--- src/rtl/carry_save_mult_pkg.sv ---
`default_nettype none
// ============================================================================
// carry_save_mult_pkg : shared width constant and product-width helper
// Rev 1.0
// ============================================================================
package carry_save_mult_pkg;

  localparam int CSM_WIDTH = 8;

  function automatic int csm_pdt_width(input int width);
    return 2 * width;
  endfunction

endpackage
`default_nettype wire

--- src/rtl/carry_save_mult_if.sv ---
`default_nettype none
// ============================================================================
// carry_save_mult_if : operand/product bundle of the carry-save multiplier
// Rev 1.0
// ============================================================================
interface carry_save_mult_if
  import carry_save_mult_pkg::*;
#(
  parameter int WIDTH = CSM_WIDTH
);

  logic [WIDTH-1:0]                i0;
  logic [WIDTH-1:0]                i1;
  logic [csm_pdt_width(WIDTH)-1:0] pdt;

  modport master (output i0, output i1, input pdt);
  modport slave  (input i0, input i1, output pdt);

endinterface
`default_nettype wire

--- src/rtl/carry_save_mult_csa_full_adder.sv ---
`default_nettype none
// ============================================================================
// csa_full_adder : one-bit full adder cell for the array and the merge adder
// Rev 1.0
// ============================================================================
module csa_full_adder (
  input  logic a_i,
  input  logic b_i,
  input  logic cin_i,
  output logic s_o,
  output logic cout_o
);

  assign s_o    = a_i ^ b_i ^ cin_i;
  assign cout_o = (a_i & b_i) | (cin_i & (a_i ^ b_i));

endmodule
`default_nettype wire

--- src/rtl/carry_save_mult.sv ---
`default_nettype none
// ============================================================================
// carry_save_mult : unsigned carry-save array multiplier, registered product
// Rev 1.0
// ============================================================================
module carry_save_mult
  import carry_save_mult_pkg::*;
#(
  parameter int WIDTH = CSM_WIDTH
) (
  input  logic             clk,
  input  logic             rst,
  carry_save_mult_if.slave mul_io
);

  localparam int PW = csm_pdt_width(WIDTH);

  logic [PW-1:0] pdt_d;
  logic [PW-1:0] pdt_q;

  // Row j holds sum bits of weight 2^(j+k) and carry bits of weight 2^(j+k+1).
  for (genvar j = 0; j < WIDTH; j++) begin : g_row
    logic [WIDTH-1:0] w_s;
    logic [WIDTH-1:0] w_c;

    if (j == 0) begin : g_first
      assign w_s = mul_io.i0 & {WIDTH{mul_io.i1[0]}};
      assign w_c = '0;
    end else begin : g_csa
      for (genvar k = 0; k < WIDTH; k++) begin : g_col
        logic w_pp;
        logic w_b;

        assign w_pp = mul_io.i0[k] & mul_io.i1[j];

        if (k < WIDTH - 1) begin : g_mid
          assign w_b = g_row[j-1].w_s[k+1];
        end else begin : g_top
          assign w_b = 1'b0;
        end

        csa_full_adder u_fa (
          .a_i   (w_pp),
          .b_i   (w_b),
          .cin_i (g_row[j-1].w_c[k]),
          .s_o   (w_s[k]),
          .cout_o(w_c[k])
        );
      end
    end

    assign pdt_d[j] = w_s[0];
  end

  // Ripple merge of the last row's sum and carry vectors into the upper half.
  for (genvar i = 0; i < WIDTH; i++) begin : g_mrg
    logic w_a;
    logic w_ci;
    logic w_s;
    logic w_co;

    if (i == 0) begin : g_lsb
      assign w_ci = 1'b0;
    end else begin : g_chain
      assign w_ci = g_mrg[i-1].w_co;
    end

    if (i < WIDTH - 1) begin : g_body
      assign w_a             = g_row[WIDTH-1].w_s[i+1];
      assign pdt_d[WIDTH+i]  = w_s;
    end else begin : g_msb
      // The product always fits in PW bits, so sum and carry here are never both set.
      assign w_a             = 1'b0;
      assign pdt_d[WIDTH+i]  = w_s | w_co;
    end

    csa_full_adder u_fa (
      .a_i   (w_a),
      .b_i   (g_row[WIDTH-1].w_c[i]),
      .cin_i (w_ci),
      .s_o   (w_s),
      .cout_o(w_co)
    );
  end

  always_ff @(posedge clk) begin
    if (rst) begin
      pdt_q <= '0;
    end else begin
      pdt_q <= pdt_d;
    end
  end

  assign mul_io.pdt = pdt_q;

endmodule
`default_nettype wire

--- src/flat_wrapper.sv ---
// flat-port wrapper written by rule: the top's interface ports become plain ports
module carry_save_mult_flat import carry_save_mult_pkg::*;
#(
  parameter int WIDTH = CSM_WIDTH
)
  (clk, rst, mul_io_i0, mul_io_i1, mul_io_pdt);
  carry_save_mult_if #(.WIDTH(WIDTH)) mul_io_i ();
  input  logic clk;
  input  logic rst;
  input wire logic [$bits(mul_io_i.i0)-1:0] mul_io_i0;
  input wire logic [$bits(mul_io_i.i1)-1:0] mul_io_i1;
  output wire logic [$bits(mul_io_i.pdt)-1:0] mul_io_pdt;
  assign mul_io_i.i0 = mul_io_i0;
  assign mul_io_i.i1 = mul_io_i1;
  assign mul_io_pdt = mul_io_i.pdt;
  carry_save_mult #(.WIDTH(WIDTH)) u_core (.clk(clk), .rst(rst), .mul_io(mul_io_i));
endmodule
--- config.mk ---
export PLATFORM = sky130hd
export DESIGN_NAME = carry_save_mult_flat
export DESIGN_NICKNAME = d
export VERILOG_FILES = /design/src/rtl/carry_save_mult_pkg.sv /design/src/rtl/carry_save_mult_if.sv /design/src/rtl/carry_save_mult_csa_full_adder.sv /design/src/rtl/carry_save_mult.sv /design/src/flat_wrapper.sv
export SDC_FILE = /design/constraint.sdc
export NUM_CORES = 1
export LEC_CHECK = 0
export ABC_AREA = 1
export BUFFER_PORTS_ARGS = -buffer_cell sky130_fd_sc_hd__buf_2
export CORE_ASPECT_RATIO = 1.5
export CORE_UTILIZATION = 62
export CTS_CLUSTER_DIAMETER = 100
export DETAILED_ROUTE_END_ITERATION = 10
export HOLD_SLACK_MARGIN = 0.08
export PLACE_DENSITY = 0.87
export SETUP_SLACK_MARGIN = 0.3
export SYNTH_ARGS = -nofsm -noshare
export SYNTH_HDL_FRONTEND = slang
export SYNTH_SLANG_ARGS = --single-unit
--- constraint.sdc ---
create_clock -name clk -period 9.8 [get_ports clk]
set_clock_uncertainty 0.15 [all_clocks]
set_input_delay 0.49 -clock clk [delete_from_list [all_inputs] [get_ports clk]]
set_output_delay 0.49 -clock clk [all_outputs]
set_load 0.01 [all_outputs]
==> impl_metrics.ini <==
[power]
ir_worst_vdd_mv = 0.1421
power_density_nw_per_um2 = 182.9
p_leak_nw = 1.301

[global_routing]
grt_pass1_vias = 1492
antenna_found_initial = 0
gr-total-overflow = 0
grt_max_degree = 17
grt_usage_pct = 22.12
grt_pass1_wl_mm = 5.892

[detailed_routing]
via_per_inst = 4.841
wl_per_cell_um = 10.79
drtIter0Drc = 39
drtPass1Iterations = 4
route.detailed.drc = 0
routed_wl_mm = 3.193
dr_total_vias = 1433
detail-route-antenna-nets = 0

[logic_synthesis]
ys_seq_area_share_pct = 15.69
yosysWarnings = 0
synth-seq-cells = 16
syn-cell-area_um2 = 2042
syn_nets = 311
synth_cell_types = 10
syn_inst = 237
avgSynthCellArea_um2 = 8.616

[cells_and_area]
drive_above_1_share_pct = 14.84
largest_reg_flops = 16
mostFrequentLayoutCell = inv_1
final_util_pct = 69.82
nets = 331
antennaDiodeCount = 0
area_growth_pct = 8.027
layout_common_cells = 67 x inv_1, 64 x nand2_1, 48 x fa_1

[clocking]
cts_tree = done
clock_path_buffers = 2
cts_resized = 0
post_cts_buffers = 0
cts.sinks = 16
clock-root-buffer = clkbuf_8
htree_num_levels = 1
postCtsHoldBufs = 0
numCtsBuffers = 3
clk_pin_slew_ns = 0.06

[critical_path]
cp_max_fo = 8
arrival_ns = 6.74
crit_type = input port to register
worstSetupEndpointType = register
start_kind = input port
cp.required_ns = 9.84
crit_start = mul_io_i1[1]

[timing]
fin_setup_tns_ns = 0
fmax_mhz = 149.2
fin_crit_ns = 6.702
rsz0062_at_grt = no
period_share_pct = 68.38
maxSlewViolCount = 0
whs_ns = 0.3986
hold_viol = 0
fin_ws_ns = 3.098
setup_violations = 0
tightest_slew_ns = 0.2679
relSlewSlack_pct = 82.14

[place]
post-dp-hpwl_mm = 2.764
dp_slack_ns = 2.819
port_buffers = 33
place_congestion = 0.8047

[worst_hold_path]
hold_depth = 3
min_from = mul_io_i0[0]
min_path_type = input port to register
min_to = u_core.mul_io.pdt[0]$_SDFF_PP0_

[die]
core-area_um2 = 3159
die_h_um = 72.29
die_w_um = 48.86
dieArea_um2 = 3531
rows = 25
io_pins = 34
start_util_pct = 64.63

[job]
cap_violations = 0

[status]
run_status = complete, no violations
==> routing by layer <==
layer | routed length, µm | vias to the layer above | share of wire, % | track usage [%]
met2 | 1900 | 32 | 60 | 43.67
met3 | 101 | 5 | 3.2 | 3.145
li1 | - | 672 | - | -
met5 | 0 | - | 0 | 0
met4 | 62 | 0 | 1.9 | 8.824
met1 | 1128 | 724 | 35 | 22.99
==> how the worst max path moves through the flow <==
stage                     slack (ns)  depth (start not counted)                               end
after CTS                       3.08                         21  u_core.mul_io.pdt[14]$_SDFF_PP0_
after global routing            2.88                         21  u_core.mul_io.pdt[14]$_SDFF_PP0_
after global placement          2.94                         21  u_core.mul_io.pdt[14]$_SDFF_PP0_
after detailed placement        2.82                         21  u_core.mul_io.pdt[14]$_SDFF_PP0_
final                           3.10                         21  u_core.mul_io.pdt[14]$_SDFF_PP0_
after floorplan                 3.05                         21  u_core.mul_io.pdt[14]$_SDFF_PP0_
==> critical path, stage by stage <==
cell,delay [ns]
buf_2,0.15
nand2_1,0.08
inv_1,0.04
ha_1,0.28
inv_1,0.08
fa_1,0.44
fa_1,0.55
fa_1,0.44
fa_1,0.50
fa_1,0.52
inv_1,0.05
fa_1,0.39
ha_1,0.20
fa_1,0.38
fa_1,0.38
fa_1,0.39
fa_1,0.39
fa_1,0.38
fa_1,0.49
inv_1,0.04
nor2_1,0.07
==> cell families (layout without fill, tap and decap cells) <==
family / count (synthesis) / in the layout / synth area share, %
adders and majority gates: 56 / 56 / 51.96
buffers and inverters: 85 / 104 / 17.52
DFF: 16 / 16 / 15.69
and+or+nand+nor: 80 / 80 / 14.83
==> cell usage after synthesis <==
library cell  instances  area share, %
inv_1                67             12
nand2_1              64             12
fa_1                 48             47
buf_2                16            3.9
dfxtp_1              16             16
nor2_1               15            2.8
ha_1                  8            4.9
buf_6                 1           0.55
buf_8                 1           0.74
nor2_2                1           0.31
==> per-stage QoR <==
| step | area [µm²] | std cells | total power, W |
|---|---|---|---|
| 2_1_floorplan | 2042 | 237 | 0.0002902 |
| 3_5_place_dp | 2151 | 292 | 0.0003530 |
| 4_1_cts | 2206 | 296 | 0.0004128 |
| 3_3_place_gp | 2151 | 292 | 0.0003370 |
| 5_1_grt | 2206 | 296 | 0.0004588 |
| 6_report | 2206 | 296 | 0.0004035 |
==> final cells by class <==
class	instances	area, µm²
inverters	67	251.5
well taps	40	50.05
fillers	259	953.4
flip-flops and latches	16	320.3
multi-input cells	136	1364
clock buffers	4	55.05
repair buffers	33	165.2
==> where the power goes <==
part           total (W)  internal, W  switching [W]
clock network  0.0000584    0.0000357      0.0000227
logic           0.000256     0.000112       0.000143
registers      0.0000894    0.0000861     0.00000323
Note: power is estimated with default switching activity, not from simulation.
